$ cat src/rtl/cmos_capture_gen2_if.sv
// cmos_capture_gen2_if: DVP sensor bus plus packed-pixel stream.
// master = capture block, slave = sensor model / pixel consumer.
interface cmos_capture_gen2_if #(
  parameter int IN_W = 8,
  parameter int BPP  = 2
);
  logic [IN_W-1:0]     CMOS_iDATA;
  logic                CMOS_VSYNC;
  logic                CMOS_HREF;
  logic [IN_W*BPP-1:0] oPix_Data;
  logic                oPix_Valid;
  logic                oSof;
  logic                oEol;
  logic [11:0]         oX;
  logic [11:0]         oY;
  logic                oFrame_Act;
  logic                oLine_Err;
  logic                oFrame_Err;
  logic [7:0]          oFPS;

  modport master (
    input  CMOS_iDATA, CMOS_VSYNC, CMOS_HREF,
    output oPix_Data, oPix_Valid, oSof, oEol,
    output oX, oY, oFrame_Act,
    output oLine_Err, oFrame_Err, oFPS
  );

  modport slave (
    output CMOS_iDATA, CMOS_VSYNC, CMOS_HREF,
    input  oPix_Data, oPix_Valid, oSof, oEol,
    input  oX, oY, oFrame_Act,
    input  oLine_Err, oFrame_Err, oFPS
  );
endinterface

$ cat src/rtl/cmos_capture_gen2.sv
// cmos_capture_gen2: DVP camera capture front end.
// Packs sensor beats into pixels, tags geometry, counts FPS.
module cmos_capture_gen2 #(
  parameter int IN_W       = 8,
  parameter int BPP        = 2,
  parameter int MSB_FIRST  = 1,
  parameter int VS_ACT_LOW = 1,
  parameter int SKIP_FRM   = 12,
  parameter int H_ACT      = 640,
  parameter int V_ACT      = 480,
  parameter int CLK_HZ     = 25000000
) (
  input  logic iCLK,
  input  logic iRST_N,
  input  logic Init_Done,
  input  logic iCap_En,
  cmos_capture_gen2_if.master bus
);

  localparam int PW = IN_W * BPP;
  localparam int WW = (CLK_HZ > 1) ? $clog2(CLK_HZ) : 1;
  localparam logic [WW-1:0] WIN_LAST = WW'(CLK_HZ - 1);
  localparam logic [1:0]  BEAT_LAST = 2'(BPP - 1);
  localparam logic [11:0] H_LEN     = 12'(H_ACT);
  localparam logic [11:0] V_LEN     = 12'(V_ACT);
  localparam logic [11:0] X_LAST    = 12'(H_ACT - 1);
  localparam logic [7:0]  SKIP_N    = 8'(SKIP_FRM);

  typedef enum logic [1:0] {
    S_WAIT_INIT,
    S_SKIP,
    S_WAIT_SOF,
    S_ACTIVE
  } state_t;

  function automatic logic [11:0] sat12(
    input logic [11:0] v
  );
    return (v == 12'hFFF) ? v : v + 12'd1;
  endfunction

  state_t          state_q, state_d;
  logic            vs_q, vs_d;
  logic            cap_q, cap_d;
  logic [1:0]      beat_q, beat_d;
  logic [PW-1:0]   acc_q, acc_d;
  logic [7:0]      skip_q, skip_d;
  logic [11:0]     xc_q, xc_d;
  logic [11:0]     yc_q, yc_d;
  logic [PW-1:0]   pix_q, pix_d;
  logic            valid_q, valid_d;
  logic            sof_q, sof_d;
  logic            eol_q, eol_d;
  logic [11:0]     ox_q, ox_d;
  logic [11:0]     oy_q, oy_d;
  logic            lerr_q, lerr_d;
  logic            ferr_q, ferr_d;
  logic [WW-1:0]   win_q, win_d;
  logic [7:0]      fcnt_q, fcnt_d;
  logic [7:0]      fps_q, fps_d;

  logic            vs_act;
  logic            sof_ev;
  logic            fe_ev;
  logic            is_act;
  logic            line_end;
  logic            last;
  logic [1:0]      slot;
  logic [11:0]     lines;
  logic [7:0]      fc_inc;

  assign vs_act = bus.CMOS_VSYNC ^ (VS_ACT_LOW != 0);
  assign sof_ev = vs_act & ~vs_q;
  assign fe_ev  = ~vs_act & vs_q;
  assign is_act = (state_q == S_ACTIVE) & Init_Done;

  // Frame sequencing: wait init, skip frames, gate on capture enable.
  always_comb begin
    state_d = state_q;
    skip_d  = skip_q;
    unique case (state_q)
      S_WAIT_INIT: begin
        if (Init_Done) begin
          skip_d  = 8'd0;
          state_d = (SKIP_N == 8'd0) ? S_WAIT_SOF : S_SKIP;
        end
      end
      S_SKIP: begin
        if (fe_ev) begin
          skip_d = skip_q + 8'd1;
          if (skip_d == SKIP_N) state_d = S_WAIT_SOF;
        end
      end
      S_WAIT_SOF: begin
        if (sof_ev && iCap_En) state_d = S_ACTIVE;
      end
      S_ACTIVE: begin
        if (fe_ev) state_d = S_WAIT_SOF;
      end
      default: state_d = S_WAIT_INIT;
    endcase
    if (!Init_Done) state_d = S_WAIT_INIT;
  end

  // Beat packing, coordinates and geometry checks.
  always_comb begin
    vs_d     = vs_act;
    cap_d    = is_act & vs_act & bus.CMOS_HREF;
    line_end = is_act & cap_q & ~cap_d;
    last     = cap_d & (beat_q == BEAT_LAST);
    slot     = (MSB_FIRST != 0) ? BEAT_LAST - beat_q
                                : beat_q;
    lines    = line_end ? sat12(yc_q) : yc_q;
    acc_d    = acc_q;
    beat_d   = 2'd0;
    xc_d     = xc_q;
    yc_d     = yc_q;
    pix_d    = pix_q;
    valid_d  = 1'b0;
    sof_d    = 1'b0;
    eol_d    = 1'b0;
    ox_d     = ox_q;
    oy_d     = oy_q;
    lerr_d   = 1'b0;
    ferr_d   = is_act & fe_ev & (lines != V_LEN);
    if (cap_d) begin
      acc_d[slot*IN_W +: IN_W] = bus.CMOS_iDATA;
      beat_d = last ? 2'd0 : beat_q + 2'd1;
    end
    if (last) begin
      pix_d   = acc_d;
      valid_d = 1'b1;
      ox_d    = xc_q;
      oy_d    = yc_q;
      sof_d   = (xc_q == 12'd0) && (yc_q == 12'd0);
      eol_d   = (xc_q == X_LAST);
      xc_d    = sat12(xc_q);
    end
    if (line_end) begin
      lerr_d = (xc_q != H_LEN) || (beat_q != 2'd0);
      xc_d   = 12'd0;
      yc_d   = lines;
    end
    if (sof_ev) begin
      xc_d = 12'd0;
      yc_d = 12'd0;
    end
  end

  // One-second frame-rate window.
  always_comb begin
    win_d  = win_q;
    fcnt_d = fcnt_q;
    fps_d  = fps_q;
    fc_inc = (fe_ev && fcnt_q != 8'hFF)
           ? fcnt_q + 8'd1 : fcnt_q;
    if (!Init_Done) begin
      win_d  = '0;
      fcnt_d = 8'd0;
      fps_d  = 8'd0;
    end else if (win_q == WIN_LAST) begin
      win_d  = '0;
      fcnt_d = 8'd0;
      fps_d  = fc_inc;
    end else begin
      win_d  = win_q + 1'b1;
      fcnt_d = fc_inc;
    end
  end

  // State and datapath registers.
  always_ff @(posedge iCLK or negedge iRST_N) begin
    if (!iRST_N) begin
      state_q <= S_WAIT_INIT;
      vs_q    <= 1'b0;
      cap_q   <= 1'b0;
      beat_q  <= 2'd0;
      acc_q   <= '0;
      skip_q  <= 8'd0;
      xc_q    <= 12'd0;
      yc_q    <= 12'd0;
      pix_q   <= '0;
      valid_q <= 1'b0;
      sof_q   <= 1'b0;
      eol_q   <= 1'b0;
      ox_q    <= 12'd0;
      oy_q    <= 12'd0;
      lerr_q  <= 1'b0;
      ferr_q  <= 1'b0;
      win_q   <= '0;
      fcnt_q  <= 8'd0;
      fps_q   <= 8'd0;
    end else begin
      state_q <= state_d;
      vs_q    <= vs_d;
      cap_q   <= cap_d;
      beat_q  <= beat_d;
      acc_q   <= acc_d;
      skip_q  <= skip_d;
      xc_q    <= xc_d;
      yc_q    <= yc_d;
      pix_q   <= pix_d;
      valid_q <= valid_d;
      sof_q   <= sof_d;
      eol_q   <= eol_d;
      ox_q    <= ox_d;
      oy_q    <= oy_d;
      lerr_q  <= lerr_d;
      ferr_q  <= ferr_d;
      win_q   <= win_d;
      fcnt_q  <= fcnt_d;
      fps_q   <= fps_d;
    end
  end

  assign bus.oPix_Data  = pix_q;
  assign bus.oPix_Valid = valid_q;
  assign bus.oSof       = sof_q;
  assign bus.oEol       = eol_q;
  assign bus.oX         = ox_q;
  assign bus.oY         = oy_q;
  assign bus.oFrame_Act = (state_q == S_ACTIVE);
  assign bus.oLine_Err  = lerr_q;
  assign bus.oFrame_Err = ferr_q;
  assign bus.oFPS       = fps_q;

endmodule

$ cat src/flat_wrapper.sv
// flat-port wrapper written by rule: the top's interface ports become plain ports
module cmos_capture_gen2_flat 
#(
  parameter int IN_W       = 8,
  parameter int BPP        = 2,
  parameter int MSB_FIRST  = 1,
  parameter int VS_ACT_LOW = 1,
  parameter int SKIP_FRM   = 12,
  parameter int H_ACT      = 640,
  parameter int V_ACT      = 480,
  parameter int CLK_HZ     = 25000000
)
  (iCLK, iRST_N, Init_Done, iCap_En, bus_CMOS_iDATA, bus_CMOS_VSYNC, bus_CMOS_HREF, bus_oPix_Data, bus_oPix_Valid, bus_oSof, bus_oEol, bus_oX, bus_oY, bus_oFrame_Act, bus_oLine_Err, bus_oFrame_Err, bus_oFPS);
  cmos_capture_gen2_if #(.IN_W(IN_W), .BPP(BPP)) bus_i ();
  input  logic iCLK;
  input  logic iRST_N;
  input  logic Init_Done;
  input  logic iCap_En;
  input wire logic [$bits(bus_i.CMOS_iDATA)-1:0] bus_CMOS_iDATA;
  input wire logic [$bits(bus_i.CMOS_VSYNC)-1:0] bus_CMOS_VSYNC;
  input wire logic [$bits(bus_i.CMOS_HREF)-1:0] bus_CMOS_HREF;
  output wire logic [$bits(bus_i.oPix_Data)-1:0] bus_oPix_Data;
  output wire logic [$bits(bus_i.oPix_Valid)-1:0] bus_oPix_Valid;
  output wire logic [$bits(bus_i.oSof)-1:0] bus_oSof;
  output wire logic [$bits(bus_i.oEol)-1:0] bus_oEol;
  output wire logic [$bits(bus_i.oX)-1:0] bus_oX;
  output wire logic [$bits(bus_i.oY)-1:0] bus_oY;
  output wire logic [$bits(bus_i.oFrame_Act)-1:0] bus_oFrame_Act;
  output wire logic [$bits(bus_i.oLine_Err)-1:0] bus_oLine_Err;
  output wire logic [$bits(bus_i.oFrame_Err)-1:0] bus_oFrame_Err;
  output wire logic [$bits(bus_i.oFPS)-1:0] bus_oFPS;
  assign bus_i.CMOS_iDATA = bus_CMOS_iDATA;
  assign bus_i.CMOS_VSYNC = bus_CMOS_VSYNC;
  assign bus_i.CMOS_HREF = bus_CMOS_HREF;
  assign bus_oPix_Data = bus_i.oPix_Data;
  assign bus_oPix_Valid = bus_i.oPix_Valid;
  assign bus_oSof = bus_i.oSof;
  assign bus_oEol = bus_i.oEol;
  assign bus_oX = bus_i.oX;
  assign bus_oY = bus_i.oY;
  assign bus_oFrame_Act = bus_i.oFrame_Act;
  assign bus_oLine_Err = bus_i.oLine_Err;
  assign bus_oFrame_Err = bus_i.oFrame_Err;
  assign bus_oFPS = bus_i.oFPS;
  cmos_capture_gen2 #(.IN_W(IN_W), .BPP(BPP), .MSB_FIRST(MSB_FIRST), .VS_ACT_LOW(VS_ACT_LOW), .SKIP_FRM(SKIP_FRM), .H_ACT(H_ACT), .V_ACT(V_ACT), .CLK_HZ(CLK_HZ)) u_core (.iCLK(iCLK), .iRST_N(iRST_N), .Init_Done(Init_Done), .iCap_En(iCap_En), .bus(bus_i));
endmodule
$ cat config.mk
export PLATFORM = sky130hd
export DESIGN_NAME = cmos_capture_gen2_flat
export DESIGN_NICKNAME = d
export VERILOG_FILES = /design/src/rtl/cmos_capture_gen2_if.sv /design/src/rtl/cmos_capture_gen2.sv /design/src/flat_wrapper.sv
export SDC_FILE = /design/constraint.sdc
export NUM_CORES = 1
export LEC_CHECK = 0
export BUFFER_PORTS_ARGS = -buffer_cell sky130_fd_sc_hd__buf_2
export CAP_MARGIN = 20
export CORE_UTILIZATION = 59
export DETAILED_ROUTE_END_ITERATION = 8
export GPL_TIMING_DRIVEN = 0
export PLACE_DENSITY_LB_ADDON = 0.3
export SLEW_MARGIN = 10
export SYNTH_ARGS = -nofsm -noshare
export SYNTH_HDL_FRONTEND = slang
export SYNTH_SLANG_ARGS = --single-unit
$ cat constraint.sdc
create_clock -name iCLK -period 2.5 [get_ports iCLK]
set_input_delay 0.25 -clock iCLK [delete_from_list [all_inputs] [get_ports iCLK]]
set_output_delay 0.25 -clock iCLK [all_outputs]
set_load 0.005 [all_outputs]
# --- Word-level counts from Yosys, hierarchy flattened ---
# Index checks and enable logic that the tools add are counted.
totals:
  regBits: 140
  word_cells: 108
  input_bits: 14
classes:
  muxes: 32
  n_addsub: 8
  shift: 2
  bitwise: 13
  reduce_logical: 14
  n_eq_ne: 20
ops:
  columns: ["operator", "count"]
  rows:
  - ["$mux W12", 8]
  - ["$mux W8", 7]
  - ["$mux W25", 2]
  - ["$neg A5 Y34", 1]
  - ["$shift A8 B34 Y16 const A", 1]
  - ["$shiftx A8 B34 Y16", 1]
  - ["$add A25 B1 Y25 const B", 1]
  - ["$eq A25 B25 Y1 const B", 1]
  - ["$add A12 B1 Y12 const B", 2]
  - ["$eq A12 B12 Y1 const B", 2]
  - ["$logic_not A12 Y1", 2]
  - ["$add A8 B1 Y8 const B", 2]
  - ["$bwmux W16", 1]
  - ["$mux W16", 1]
  - ["$pmux W8 S2", 1]
  - ["$mux W2", 7]
  - ["$eq A12 B10 Y1 const B", 1]
  - ["$ne A12 B10 Y1 const B", 1]
  - ["$ne A12 B9 Y1 const B", 1]
  - ["$ne A3 B2 Y1 const B", 4]
  - ["$and A1 B1 Y1", 10]
  - ["$eq A8 B4 Y1 const B", 1]
  - ["$ne A8 B8 Y1 const B", 1]
  - ["$pmux W2 S4", 1]
  - ["17 further kinds", 29]

# --- Longest topological paths before layout ---
# Gate-level depths: netlist of run 1.
logic_depth:
  word_depth: 9
  mapped_depth: 8
  depth_no_buf: 8

# --- Worst setup path after synthesis of run 1 ---
# OpenSTA, ideal clock, no wires.
synth_path:
  kind: "register -> register"
  start: "register u_core.fcnt_q[0]"
  end: "register u_core.fps_q[3], in the netlist u_core.bus.oFPS[3]"
  path_stages_with_launch: 8
  n_path_buf: 0
  arrival_time_ns: 1.818
  setup_ns: 0.119
  slack_ns: 0.563
  required_ns: 2.381
  cell_sequence: "dfrtp_1 -> ha_1 -> and2_1 -> a41oi_1 -> and4_1 -> xnor2_1 -> mux2i_1 -> and2_1"
synth_via:
  elab_chain_len: 5
  word_cells_on_any_way: 6
synth_rtl:
  columns: ["item", "line", "text"]
  rows:
  - ["start: declaration", "cmos_capture_gen2.sv:59", "logic [7:0] fcnt_q, fcnt_d;"]
  - ["start signal: assignment", "cmos_capture_gen2.sv:211", "fcnt_q <= fcnt_d;"]
  - ["branches (longest 2 deep; another with $add A8 B1 Y8)", null, null]
  - ["$mux W8 *", "cmos_capture_gen2.sv:156", "? fcnt_q + 8'd1 : fcnt_q;"]
  - ["$mux W8 *", "cmos_capture_gen2.sv:161", "end else if (win_q == WIN_LAST) begin"]
  - ["$mux W8 *", "cmos_capture_gen2.sv:157", "if (!Init_Done) begin"]
  - ["end signal: assignment", "cmos_capture_gen2.sv:212", "fps_q <= fps_d;"]
  - ["end: declaration", "cmos_capture_gen2.sv:60", "logic [7:0] fps_q, fps_d;"]
# Every way passes the cells marked *. The select of a mux whose other input is x is not followed.
# A chain may end at the register's enable or synchronous reset.

# --- Worst setup path after layout of run 1 ---
layout_path:
  start: "register u_core.win_q[0]"
  end: "register u_core.win_q[20]"
layout_via:
  elab_chain_len: 3
  word_cells_on_any_way: 4
layout_rtl:
  columns: ["item", "line", "text"]
  rows:
  - ["start: declaration", "cmos_capture_gen2.sv:58", "logic [WW-1:0] win_q, win_d;"]
  - ["start signal: assignment", "cmos_capture_gen2.sv:210", "win_q <= win_d;"]
  - ["$add A25 B1 Y25 / $eq A25 B25 Y1 (equally long branches)", "cmos_capture_gen2.sv:166, cmos_capture_gen2.sv:161", null]
  - ["$mux W25 *", "cmos_capture_gen2.sv:161", null]
  - ["$mux W25 *", "cmos_capture_gen2.sv:157", null]
  - ["via u_core.win_d[20]", "cmos_capture_gen2.sv:58", null]
# Mark *: on every way through the listed nets, which the timed path passes. The rest lies on a longest branch.

==> results of run 1 <==
## flip-flops by register name (all words and copies together) (netlist names), 2 cells and up
name	cells
u_core.skip_q	8
u_core.beat_q	2
u_core.state_q	2
u_core.win_q	25
u_core.bus.oPix_Data	16
u_core.fcnt_q	8
u_core.bus.oX	12
u_core.yc_q	12
u_core.xc_q	12
u_core.bus.oY	12
u_core.acc_q	16
u_core.bus.oFPS	8
## per-layer routing
layer  routed length (um)  GRT usage (%)  vias to the layer above
li1                     -              -                     2421
met1                 6140           34.4                     2489
met2                 6610           42.7                      145
met5                    0              0                        -
met4                  315           11.4                        0
met3                  570           5.35                       35
## area by class of cell
cell class,count,share of cell area (%)
multi-input combinational,480,36.3
clock inverter,11,1.86
tap,136,2.22
sequential,140,45.8
timing repair buffer,72,5.41
clock buffer,21,5.87
buffer,27,1.60
inverter,19,0.932
## what timing repair did
| action | in CTS | in global routing |
|---|---|---|
| endpoints found under the setup margin | 0 | 0 |
| hold endpoints to repair | 62 | 0 |
| hold buffers | 5 | 0 |
## worst reg2reg max path: stages, from the launching register on
cell	delay [ns]
dfrtp_1	0.41
ha_1	0.24
and4_1	0.27
nand3_1	0.14
nor3_1	0.70
nand4_1	0.21
xor2_1	0.21
nor2_1	0.06
## through the flow
stage	cells	TNS (ns)	area, um^2	util, %
after floorplan	666	0	6480	-
after global placement	868	-87.50	6980	66.4
after detailed placement	869	0	7010	66.7
after CTS	906	0	7660	72.9
after global routing	906	0	7660	72.9
final	906	0	7660	72.9
## kinds of logic (layout without fill, tap and decap cells)
kind of cell / after synthesis / after routing
xor+xnor: 46 / 46
compound gates: 65 / 65
flops: 140 / 140
simple gates: 329 / 329
buf+inv: 46 / 150
mux: 28 / 28
fa+ha+maj: 12 / 12
## power breakdown
part	switching [W]	internal [W]	leakage, nW
Clock	0.000934	0.00157	0.288
Sequential	0.0000148	0.00228	1.95
Combinational	0.0000989	0.0000407	1.55
Total	0.00105	0.00389	3.79
## layout by cell type, fill, tap and decap left out, drive strengths merged, types with 7 or more instances in the layout
master and instances:
ha 12, o21ai 42, xnor2 16, dfrtp 140, nor2b 10, a21oi 9
buf 82, nand2 125, nand4 14, nand2b 7, nor2 78, nor4 11
and3 16, inv 19, clkbuf 33, xor2 30, mux2i 11, mux2 17
nand3 37, and2 9
## worst paths after layout
kind,slack (ns),cells after the start,endpoint,startpoint
worst max-delay path,0.16,7,u_core.win_q[20]$_DFF_PN0_,u_core.win_q[0]$_DFF_PN0_
worst min-delay path,0.02,3,u_core.acc_q[9]$_DFF_PN0_,bus_CMOS_iDATA[1]
worst max register to register,0.16,7,u_core.win_q[20]$_DFF_PN0_,u_core.win_q[0]$_DFF_PN0_
worst min register to register,0.47,2,u_core.bus.oX[5]$_DFFE_PN0P_,u_core.bus.oX[5]$_DFFE_PN0P_
max in group asynchronous,1.46,3,u_core.win_q[10]$_DFF_PN0_,iRST_N
min in group asynchronous,0.26,2,u_core.bus.oY[4]$_DFFE_PN0P_,iRST_N
==> results.cfg, run 1 <==
[run_status]
outcome = completed

[critical_path]
critPathArrivalTime_ns = 2.76
crit_required_ns = 2.92
path_delay_family = simple AND/OR/NAND/NOR gates
cp_slowest_stage_delay_ns = 0.69
cp_slowest_cell = nor3_1
start_kind = flip-flop
cp_max_fo = 6
crit_type = reg -> reg
path_cells = ha_1 > and4_1 > nand3_1 > nor3_1 > nand4_1 > xor2_1 > nor2_1
path_buf_inv = 0
crit_path_end_kind = flip-flop

[power_and_ir_drop]
cellLeakagePower_nw = 3.79
power.density_nw_per_um2 = 645
irDropWorstVdd_uv = 504
totalPowerFinal_w = 0.00494

[yosys]
avgSynthCellArea_um2 = 9.73
synthDominantCellAreaShare_pct = 54.1
synthArstFlopShare_pct = 100
yosysSeqAreaShare_pct = 54.1
synth-edff-count = 0
synthTopCellsByArea = dfrtp_1 54%, nand2_1 7.2%, nor2_1 4.5%, xor2_1 4.1%, o21ai_0 2.9%
synthSimpleGateAreaFrac_pct = 23.9
yosys-top-cells-count = 140 x dfrtp_1, 125 x nand2_1, 77 x nor2_1
yosysTopAreaCell = dfrtp_1
synth_mux_area_share_pct = 4.71
synthXorXnorAreaFrac_pct = 6.22
yosys_warnings = 0
netlist_instances = 666
synth_most_common_cell = dfrtp_1
yosys_most_used_dff = dfrtp_1
synth_compound_area_share_pct = 5.75
syn_nets = 692
synth_top_family_by_area = simple AND/OR/NAND/NOR gates
synth-adder-area-share_pct = 2.32
ys_types = 50
synth_seq_cells = 140
netlist_area_um2 = 6480

[cells_and_area]
regArea_um2 = 3500
syn_to_final_growth_pct = 18.2
drive_above_1_share_pct = 17.8
fill_cells = 762
nets = 783
multiInputGateArea_um2 = 2780
diodes = 0

[timing]
rsz0062_at_grt = no
slew_violations = 0
setup_ws_ns = 0.164
setup_viol = 0
final-hold-violation-count = 0
min_period_ns = 2.34
skew_ns = 0.00826
whs_ns = 0.0238
worstMarginPinSlew_ns = 0.875
final.period_utilization_pct = 93.5
fmax_mhz = 428
slew_headroom_pct = 41.3

[routing]
drc = 0
wirelength_mm = 13.6
drtIter0Drc = 269
drtPass1Iterations = 5
vias = 5090
vias_per_cell = 5.62
wl_per_cell_um = 15.1
ant_nets = 0

[flow_run]
maxCapViolations = 0

[min_path]
worstHoldPathType = in -> reg

[floorplanning]
coreArea_um2 = 10500
die-area_um2 = 11400
rows = 37
die_h_um = 107
io_pins = 68
die_x_um = 107
start_util_pct = 61.7

[place]
preCtsSetupSlack_ns = 0.263
detailed_place_hpwl_mm = 9.18
place.gp.congestion = 0.847
port_buffers = 66

[global_routing]
grt_start_max_net_pins = 83
grt_overflow_total = 0
track_usage_pct = 26.3
grt_pass1_wl_mm = 23.6
grt_pass1_vias = 5048
antenna_found_initial = 0

[clock_tree]
cts_setup_buffers = 0
clock_latency_ns = 0.53
cts_resized = 0
cts_root_buffer = clkbuf_8
numCtsBuffers = 17
h-tree-depth = 4
clk_pin_slew_ns = 0.06
tritoncts = yes
cts_buffer_depth = 2
cts.sinks = 140
Note: power is estimated with default switching activity, not from simulation.
==> run 2, diff against run 1 <==
==> constraint.sdc (replaced) <==
create_clock -name iCLK -period 2.5 [get_ports iCLK]
set_input_delay 0.375 -clock iCLK [delete_from_list [all_inputs] [get_ports iCLK]]
set_output_delay 0.375 -clock iCLK [all_outputs]
set_load 0.005 [all_outputs]
==> results.cfg, run 2 (synthesis results as in run 1) <==
[run_status]
outcome = completed

[clock_tree]
cts.sinks = 140
cts_resized = 0
clock_latency_ns = 0.53
clk_pin_slew_ns = 0.06
cts_root_buffer = clkbuf_8
cts_setup_buffers = 0
tritoncts = yes
cts_buffer_depth = 2
h-tree-depth = 4
numCtsBuffers = 17

[timing]
slew_headroom_pct = 43.3
setup_viol = 0
worstMarginPinSlew_ns = 0.844
fmax_mhz = 433
final-hold-violation-count = 0
rsz0062_at_grt = no
slew_violations = 0
tns_ns = 0
skew_ns = 0.00739
min_period_ns = 2.31
setup_ws_ns = 0.188
final.period_utilization_pct = 92.5

[critical_path]
path_cells = ha_1 > and4_1 > nand3_1 > nor3_1 > nand4_1 > xor2_1 > nor2_1
cp_slowest_stage_delay_ns = 0.67
cp_slowest_cell = nor3_1
critPathArrivalTime_ns = 2.73
cp_max_fo = 6
crit_required_ns = 2.92
crit_path_end_kind = flip-flop
crit_type = reg -> reg
start_kind = flip-flop

[place]
place.gp.congestion = 0.847
detailed_place_hpwl_mm = 9.18
placedCellCount = 869
preCtsSetupSlack_ns = 0.263
port_buffers = 66

[power_and_ir_drop]
cellLeakagePower_nw = 3.77
irDropWorstVdd_uv = 505
totalPowerFinal_w = 0.00493
power.density_nw_per_um2 = 648

[cells_and_area]
syn_to_final_growth_pct = 17.5
final_util_pct = 72.5
layout_commonest_cell = dfrtp_1
top_register = u_core.win_q
nets = 779
regArea_um2 = 3500
largest_register_ffs = 25
fill_cells = 772
multiInputGateArea_um2 = 2780
layout_common_cells = 140 x dfrtp_1, 125 x nand2_1, 78 x buf_2, 77 x nor2_1, 37 x o21ai_0
final_cells = 902
diodes = 0
drive_above_1_share_pct = 17.9

[routing]
drt-met1-wl_mm = 6.03
drtIter0Drc = 289
vias_per_cell = 5.60
drc = 0
wl_met2_mm = 6.60
wl_met3_um = 621
routed.top_layer = met4
vias = 5054
ant_nets = 0
wl_per_cell_um = 14.9
wirelength_mm = 13.5
drtPass1Iterations = 4

[floorplanning]
io_pins = 68
start_util_pct = 61.7
die_h_um = 107
die-area_um2 = 11400
die_x_um = 107
rows = 37
coreArea_um2 = 10500

[min_path]
worstHoldPathType = in -> reg

[global_routing]
grt_pass1_vias = 5003
antenna_found_initial = 0
grt_start_max_net_pins = 83
track_usage_pct = 25.9
grt_overflow_total = 0
grt_pass1_wl_mm = 23.3

[flow_run]
maxCapViolations = 0
[run 2: changes by cell type in the layout (fill, tap and decap cells not counted)]
cell | previous run | this run
dlygate4sd3_1 | 5 | 1
[run 2: final timing paths]
path	slack (ns)	depth (start not counted)	endpoint	start
setup / recovery	0.19	7	u_core.win_q[20]$_DFF_PN0_	u_core.win_q[0]$_DFF_PN0_
hold / removal	0.11	2	u_core.vs_q$_DFF_PN0_	bus_CMOS_VSYNC
setup reg to reg	0.19	7	u_core.win_q[20]$_DFF_PN0_	u_core.win_q[0]$_DFF_PN0_
hold reg to reg	0.46	2	u_core.bus.oX[5]$_DFFE_PN0P_	u_core.bus.oX[5]$_DFFE_PN0P_
max in group asynchronous	1.34	3	u_core.win_q[0]$_DFF_PN0_	iRST_N
min in group asynchronous	0.38	2	u_core.bus.oY[4]$_DFFE_PN0P_	iRST_N
[run 2: what timing repair did]
item	CTS	global route
setup endpoints to repair	0	0
hold endpoints to repair	58	0
hold buffers	1	0
[run 2: stage by stage]
step	cell area, um^2	hold WS (ns)
3_5_place_dp	7010	0.378
3_3_place_gp	6980	0.453
4_1_cts	7620	0.0971
5_1_grt	7620	0.120
6_report	7620	0.112
2_1_floorplan	6480	0.0794
[run 2: report_power, final]
group	switching [W]	total, W	internal (W)
Sequential	0.0000147	0.00229	0.00228
Combinational	0.0000979	0.000134	0.0000366
Clock	0.000937	0.00250	0.00157
[run 2: cell type report]
cell class                 instances  area share, %
buffer                            27           1.61
clock buffer                      21           5.90
clock inverter                    11           1.87
inverter                          19          0.936
multi-input combinational        480           36.5
sequential                       140           46.0
tap                              136           2.23
timing repair buffer              68           4.91
[run 2: critical path, delay by kind of cell, from the launching register on]
| kind | cells | cell delay [ns] |
|---|---|---|
| fa+ha+maj | 1 | 0.24 |
| xor+xnor | 1 | 0.21 |
| flops | 1 | 0.41 |
| simple gates | 5 | 1.34 |
[run 2: metal layers]
layer / GRT usage (%) / vias to the layer above
met4: 10.5 / 0
met3: 5.11 / 20
met5: 0 / -
li1: - / 2412
met2: 42.4 / 139
met1: 34.1 / 2483
